<file path="src/rtl/tmr_fault_monitor_pkg.sv">
// tmr_fault_monitor_pkg: shared types and constants for the TMR fault monitor
package tmr_fault_monitor_pkg;

    localparam int NumReplicas = 3;

    typedef logic [1:0] replica_id_t;

    typedef enum logic [1:0] {
        IDLE,
        REQ,
        FATAL
    } state_e;

endpackage

</file>
<file path="src/rtl/tmr_fault_counter.sv">
// tmr_fault_counter: saturating up/down counter, priority clear > increment > decrement
module tmr_fault_counter
    import tmr_fault_monitor_pkg::*;
#(
    parameter int CntWidth = 8
) (
    input  logic                clk_i,
    input  logic                rst_ni,
    input  logic                clr_i,
    input  logic                inc_i,
    input  logic                dec_i,
    output logic [CntWidth-1:0] cnt_o
);

    logic [CntWidth-1:0] r_cnt;

    always_ff @(posedge clk_i or negedge rst_ni) begin
        if (!rst_ni) r_cnt <= '0;
        else if (clr_i) r_cnt <= '0;
        else if (inc_i) r_cnt <= (&r_cnt) ? r_cnt : r_cnt + 1'b1;
        else if (dec_i && |r_cnt) r_cnt <= r_cnt - 1'b1;
    end

    assign cnt_o = r_cnt;

endmodule

</file>
<file path="src/rtl/tmr_fault_monitor.sv">
// tmr_fault_monitor: per-replica leaky mismatch counters, resync req/ack FSM and sticky fatal flag
module tmr_fault_monitor
    import tmr_fault_monitor_pkg::*;
#(
    parameter int CntWidth    = 8,
    parameter int Threshold   = 4,
    parameter int DecayPeriod = 1024
) (
    input  logic                            clk_i,
    input  logic                            rst_ni,
    input  logic                            valid_i,
    input  logic                            error_i,
    input  logic [2:0]                      error_cba_i,
    input  logic                            clear_i,
    output logic                            resync_req_o,
    output logic [1:0]                      resync_id_o,
    input  logic                            resync_ack_i,
    output logic [NumReplicas*CntWidth-1:0] fault_cnt_o,
    output logic                            fatal_o
);

    localparam int TimerWidth = $clog2(DecayPeriod);

    state_e                  r_state;
    logic                    r_req;
    replica_id_t             r_id;
    logic                    r_fatal;
    logic [TimerWidth-1:0]   r_timer;
    logic [CntWidth-1:0]     w_cnt [NumReplicas];
    logic [NumReplicas-1:0]  w_hit;
    logic [NumReplicas-1:0]  w_ack_clr;
    logic                    w_vote_ok;
    logic                    w_clean;
    logic                    w_decay;
    logic                    w_ack;

    assign w_vote_ok = valid_i && !error_i;
    assign w_clean   = w_vote_ok && error_cba_i == '0;
    assign w_decay   = w_clean && r_timer == TimerWidth'(DecayPeriod - 1);
    assign w_ack     = r_state == REQ && resync_ack_i;

    for (genvar g = 0; g < NumReplicas; g++) begin : g_rep
        assign w_hit[g]     = w_cnt[g] >= CntWidth'(Threshold);
        assign w_ack_clr[g] = w_ack && r_id == replica_id_t'(g);
        tmr_fault_counter #(.CntWidth(CntWidth)) u_cnt (
            .clk_i  (clk_i),
            .rst_ni (rst_ni),
            .clr_i  (clear_i || w_ack_clr[g]),
            .inc_i  (w_vote_ok && error_cba_i[g]),
            .dec_i  (w_decay),
            .cnt_o  (w_cnt[g])
        );
        assign fault_cnt_o[g*CntWidth +: CntWidth] = w_cnt[g];
    end

    // Any valid vote that is not clean restarts the quiet-period measurement.
    always_ff @(posedge clk_i or negedge rst_ni) begin
        if (!rst_ni) r_timer <= '0;
        else if (clear_i) r_timer <= '0;
        else if (valid_i) r_timer <= (w_clean && !w_decay) ? r_timer + 1'b1 : '0;
    end

    always_ff @(posedge clk_i or negedge rst_ni) begin
        if (!rst_ni) r_fatal <= 1'b0;
        else if (clear_i) r_fatal <= 1'b0;
        else if (valid_i && error_i) r_fatal <= 1'b1;
    end

    always_ff @(posedge clk_i or negedge rst_ni) begin
        if (!rst_ni) begin
            r_state <= IDLE;
            r_req   <= 1'b0;
            r_id    <= '0;
        end else if (clear_i) begin
            r_state <= IDLE;
            r_req   <= 1'b0;
        end else begin
            case (r_state)
                IDLE: begin
                    if (r_fatal) begin
                        r_state <= FATAL;
                    end else if (|w_hit) begin
                        r_state <= REQ;
                        r_req   <= 1'b1;
                        r_id    <= w_hit[0] ? 2'd0 : w_hit[1] ? 2'd1 : 2'd2;
                    end
                end
                REQ: begin
                    if (resync_ack_i) begin
                        r_req   <= 1'b0;
                        r_state <= (r_fatal || (valid_i && error_i)) ? FATAL : IDLE;
                    end
                end
                FATAL: r_state <= FATAL;
                default: r_state <= IDLE;
            endcase
        end
    end

    assign resync_req_o = r_req;
    assign resync_id_o  = r_id;
    assign fatal_o      = r_fatal;

endmodule
</file>
<file path="config.mk">
export PLATFORM = sky130hd
export DESIGN_NAME = tmr_fault_monitor
export DESIGN_NICKNAME = d
export VERILOG_FILES = /design/src/rtl/tmr_fault_monitor_pkg.sv /design/src/rtl/tmr_fault_counter.sv /design/src/rtl/tmr_fault_monitor.sv
export SDC_FILE = /design/constraint.sdc
export NUM_CORES = 1
export LEC_CHECK = 0
export ABC_AREA = 1
export ABC_CLOCK_PERIOD_IN_PS = 2700
export CAP_MARGIN = 20
export CORE_UTILIZATION = 61
export DETAILED_ROUTE_END_ITERATION = 10
export GPL_TIMING_DRIVEN = 0
export PLACE_DENSITY = 0.86
export SYNTH_ARGS = -nofsm -noshare
export SYNTH_HDL_FRONTEND = slang
export SYNTH_SLANG_ARGS = --single-unit
export TNS_END_PERCENT = 100
</file>
<file path="constraint.sdc">
create_clock -name clk_i -period 2.7 [get_ports clk_i]
set_input_delay 0.27 -clock clk_i [delete_from_list [all_inputs] [get_ports clk_i]]
set_output_delay 0.27 -clock clk_i [all_outputs]
set_load 0.01 [all_outputs]
</file>
# [Word-level counts from Yosys, hierarchy flattened]
# Cells that the tools add are included.
[word_totals] input_bits=9 regBits=40 word_cells=105
[classes] muxes=30 magnitude_cmp=3 bitwise=2 reduce_logical=43 addsub=7 n_eq_ne=12
[op_table] op="two-way mux 8 bit" n=12
[op_table] op="two-way mux 10 bit" n=3
[op_table] op="adder 8 x 1 -> 8 bit (second input constant)" n=3
[op_table] op=">= comparator 8 x 3 -> 1 bit (second input constant)" n=3
[op_table] op="AND reduction 8 bit" n=3
[op_table] op="OR reduction 8 bit" n=3
[op_table] op="subtractor 8 x 1 -> 8 bit (second input constant)" n=3
[op_table] op="logical AND 1 bit" n=15
[op_table] op="two-way mux 2 bit" n=7
[op_table] op="nonzero test 3 bit" n=4
[op_table] op="adder 10 x 1 -> 10 bit (second input constant)" n=1
[op_table] op="== test 10 bit (second input constant)" n=1
[op_table] op="inequality test 3 x 2 -> 1 bit (second input constant)" n=3
[op_table] op="inequality test 3 bit (second input constant)" n=3
[op_table] op="AND reduction 2 bit" n=4
[op_table] op="AND reduction 4 bit" n=2
[op_table] op="two-way mux 1 bit" n=6
[op_table] op="one-hot mux 2 bit (3 select lines)" n=1
[op_table] op="== test 2 x 1 -> 1 bit (second input constant)" n=2
[op_table] op="== test 2 bit (second input constant)" n=2
[op_table] op="logical NOT 2 bit" n=2
[op_table] op="logical OR 1 bit" n=4
[op_table] op="inequality test 4 bit (second input constant)" n=1
[op_table] op="nonzero test 2 bit" n=2
[op_table] op="other kinds (5)" n=7

# [Logic depth before layout (Yosys ltp)]
[logic_depth] ltp_word=9 ltp_mapped=14 depth_no_buf=14

# [Cells and area by module]
# From an unflattened synthesis, not the netlist that was laid out.
[hier_totals] cells_unflattened=472 area_unflattened_um2=3279.4
[by_module_without_submodules] module="tmr_fault_counter" n_inst=3 seq_area_each_um2=200.2 cells_per_inst=109 area_per_inst_um2=747.0
[by_module_without_submodules] module="tmr_fault_monitor" n_inst=1 seq_area_each_um2=400.4 cells_per_inst=145 area_per_inst_um2=1038.5

# [Worst setup path before layout]
# No wires, ideal clock.
[synth_path] path_type="input to register" from="in valid_i" to="reg g_rep[0].u_cnt.r_cnt[5]" t_arrival_ns=1.562 setup_slack_ns=1.020 required_time_ns=2.582 path_stages=10 setup_ns=0.118 path_cell_list="inv_2 > nor2_4 > nand2_1 > ha_1 > nand2_1 > or2_2 > nand4_1 > nand2_1 > nand3_1 > nand2_1"
[synth_via] elab_chain_cells=6
[synth_rtl] element="from (decl)" line_no="tmr_fault_monitor.sv:11" source="input logic valid_i,"
[synth_rtl] element="logical AND 1 bit (*)" line_no="tmr_fault_monitor.sv:37" source="assign w_vote_ok = valid_i && !error_i;"
[synth_rtl] element="logical AND 1 bit" line_no="tmr_fault_monitor.sv:38" source="assign w_clean = w_vote_ok && error_cba_i == '0;"
[synth_rtl] element="logical AND 1 bit" line_no="tmr_fault_monitor.sv:39" source="assign w_decay = w_clean && r_timer == TimerWidth'(DecayPeriod - 1);"
[synth_rtl] element="logical AND 1 bit" line_no="tmr_fault_counter.sv:21" source="else if (dec_i && |r_cnt) r_cnt <= r_cnt - 1'b1;"
[synth_rtl] element="nonzero test 3 bit (no line)"
[synth_rtl] element="AND reduction 2 bit (no line)"
[synth_rtl] element="to (signal assigned)" line_no="tmr_fault_counter.sv:20" source="else if (inc_i) r_cnt <= (&r_cnt) ? r_cnt : r_cnt + 1'b1;"
[synth_rtl] element="to (signal assigned)" line_no="tmr_fault_counter.sv:21"
[synth_rtl] element="to (decl)" line_no="tmr_fault_counter.sv:15" source="logic [CntWidth-1:0] r_cnt;"
# Mark *: on every way between the ends. The rest lies on a longest branch, timed or not.
# A chain may end at the register's enable or synchronous reset.

# [Final worst setup path]
[layout_path] from="in valid_i" to="reg g_rep[0].u_cnt.r_cnt[7]"
# Same word-level chain as after synthesis.

==> flow_summary.yaml <==
cts:
  path_clk_slew_ns: 0.08
  cts.htree.levels: 2
  cts_hold_repair.buffers: 0
  cts_buffer_depth: 2
  post_cts_buffers: 0
  cts_tree: "done"
  clock_latency_ns: 0.30
  clockRootBuffer: "clkbuf_8"
  cts.sinks: 40
  cts_buffers: 5
  post_cts_resized: 0
timing:
  fmax_mhz: 436
  final.setup.tns_ns: 0
  fin_crit_sh_pct: 85.0
  rsz0062_at_grt: "no"
  setup_viol: 0
  period_needed_ns: 2.30
  fin_ws_ns: 0.404
  finalHoldViolCount: 0
  drv_slew: 0
  tightest_slew_ns: 0.888
  relSlewSlack_pct: 40.8
  skew_ns: 0.0102
floorplanning:
  die_area_um2: 5490
  io_pins: 37
  start_util_pct: 65.4
  die_y_um: 74.1
  fp-row-count: 25
  core_um2: 4850
  chipWidth_um: 74.1
yosys:
  async_flop_share_pct: 100
  avgSynthCellArea_um2: 6.58
  synth_nets: 513
  synth_top_flop_cell: "dfrtp_1"
  yosys_warnings: 0
  syn_area_um2: 3170
  seq_area_frac_synth_pct: 31.5
  synthCells: 482
  synthDistinctLibCells: 30
  synthTopCellsByArea: "dfrtp_1, nand2_1, inv_1, nand3_1, ha_1"
  ys_seq_elements: 40
  synth_edf_count: 0
  netlist.area_leader.share_pct: 31.5
  synth_top_area_cell: "dfrtp_1"
drt:
  first_iter_violations: 254
  routed_wl_mm: 7.50
  drc: 0
  via_count: 3229
  drtAntennaViolNets: 0
  first_pass_iters: 5
  viasPerCell: 5.45
  wl_per_cell_um: 12.7
power_and_ir_drop:
  powerDensity_nw_per_um2: 861
  ir_drop_mv: 0.714
  leakage_nw: 2.01
grt:
  grt_pass1_vias: 2927
  grt_pass1_wl_mm: 12.7
  antenna_found_initial: 0
  grt_max_degree: 41
  grt_usage_pct: 29.7
  overflow: 0
layout:
  most-common-layout-cells: "nand2_1, inv_1, nand3_1"
  utilization_pct: 77.6
  n_fill_cell: 374
  n_antenna_cell: 0
  layout-drive-gt1-share_pct: 4.57
  areaGrowthSynthToFinish_pct: 18.5
  fin_area_um2: 3760
  fin_nets: 555
  layout_commonest_cell: "nand2_1"
job:
  drv_cap: 0
critical_path:
  worst_ep_required_time_ns: 2.89
  cp_cell_sequence: "clkdlybuf4s50_1 > inv_2 > nor2_4 > nand2_1 > ha_1 > a21oi_1 > nor2_1 > nor2_1 > nand2_1 > nand2_1 > nand2_1 > nand3_1 > nand2_1"
  crit_slowest_cell: "clkdlybuf4s50_1"
  reg2reg_depth: 11
  end_kind: "flop"
  cp-start-kind: "input port"
  cp.arrival_ns: 2.48
  cp_max_fo: 8
  slowest_delay_ns: 0.52
  path_common_cell: "nand2_1"
  path_class: "in -> reg"
place:
  hpwlAfterDp_mm: 5.50
  dpl_cell_area_um2: 3600
  gp_congestion: 0.880
  dp_slack_ns: 0.182
  io_buffers: 35
outcome:
  status: "complete, no violations"
hold_path:
  min_path_type: "in -> async"
-- cell type report --
| class | count | area, um2 | share of cell area, % |
|---|---|---|---|
| Clock buffer | 5 | 68.8 | 1.83 |
| Tap cell | 67 | 83.8 | 2.23 |
| Inverter | 81 | 304 | 8.08 |
| Sequential cell | 40 | 1000 | 26.6 |
| Buffer | 3 | 17.5 | 0.466 |
| Timing Repair Buffer | 35 | 345 | 9.18 |
| Multi-Input combinational cell | 358 | 1850 | 49.2 |
| Clock inverter | 3 | 90.1 | 2.40 |
-- critical path: cells and delay by family --
kind / cells / cell delay [ns]
and+or+nand+nor: 9 / 0.89
buffers and inverters: 2 / 0.59
adders and majority gates: 1 / 0.43
AOI/OAI and AO/OA: 1 / 0.30
-- report_power, final --
group	total, mW	switching, mW	leakage, nW	internal (mW)
clock network	0.681	0.218	0.0784	0.462
registers	0.927	0.196	0.535	0.730
logic	1.63	0.900	1.40	0.730
total	3.24	1.31	2.01	1.92
-- metal layers --
layer | GRT usage, % | part of all wire [%] | vias to the layer above
met1 | 37.1 | 45 | 1469
met3 | 5.01 | 5.6 | 22
li1 | - | - | 1623
met2 | 51.4 | 47 | 115
met5 | 0 | 0 | -
met4 | 11.1 | 2.1 | 0
-- cells by family after synthesis --
group	share of synthesized area, %
DFF	31.5
adders and majority gates	9.38
and+or+nand+nor	40.5
buffers and inverters	10.1
AOI/OAI and AO/OA	5.72
xor gates and xnor gates	2.76
-- per-stage QoR --
stage          std cells  power [mW]  hold WS, ns
2_1_floorplan        482        2.02      -0.0256
3_3_place_gp         584        2.47        0.459
3_5_place_dp         584        2.53        0.444
4_1_cts              592        3.23        0.121
5_1_grt              592        3.51        0.147
6_report             592        3.24       0.0832
-- Yosys cell counts (2+ instances only) --
cell,count
inv_2,2
nor2_1,43
inv_1,79
nand2_1,153
nand2_2,3
a21oi_1,19
buf_2,2
dfrtp_1,40
ha_1,19
xnor2_1,7
fa_1,3
xor2_1,3
nand3_1,53
o21ai_0,7
or2_2,3
nor2_2,2
nand4_1,21
nor3_1,7
and3_1,2
nand3b_1,4
-- path summary, 6_finish.rpt --
| path | from | endpoint | slack [ns] |
|---|---|---|---|
| min in group clk_i | clear_i | fatal_o | 0.21 |
| min reg2reg | r_state[0] | r_state[1] | 0.47 |
| min | rst_ni | r_timer[4] | 0.08 |
| max in group asynchronous | rst_ni | g_rep[0].u_cnt.cnt_o[1] | 2.05 |
| max | valid_i | g_rep[0].u_cnt.cnt_o[7] | 0.40 |
| max reg2reg | r_timer[1] | g_rep[2].u_cnt.cnt_o[5] | 0.77 |
-- flip-flops by register name (all words and copies together), names as in the netlist --
name / cells
g_rep.u_cnt.cnt_o: 24
r_timer: 10
r_state: 2
resync_id_o: 2
fatal_o: 1
resync_req_o: 1
(Power assumes the default switching activity.)
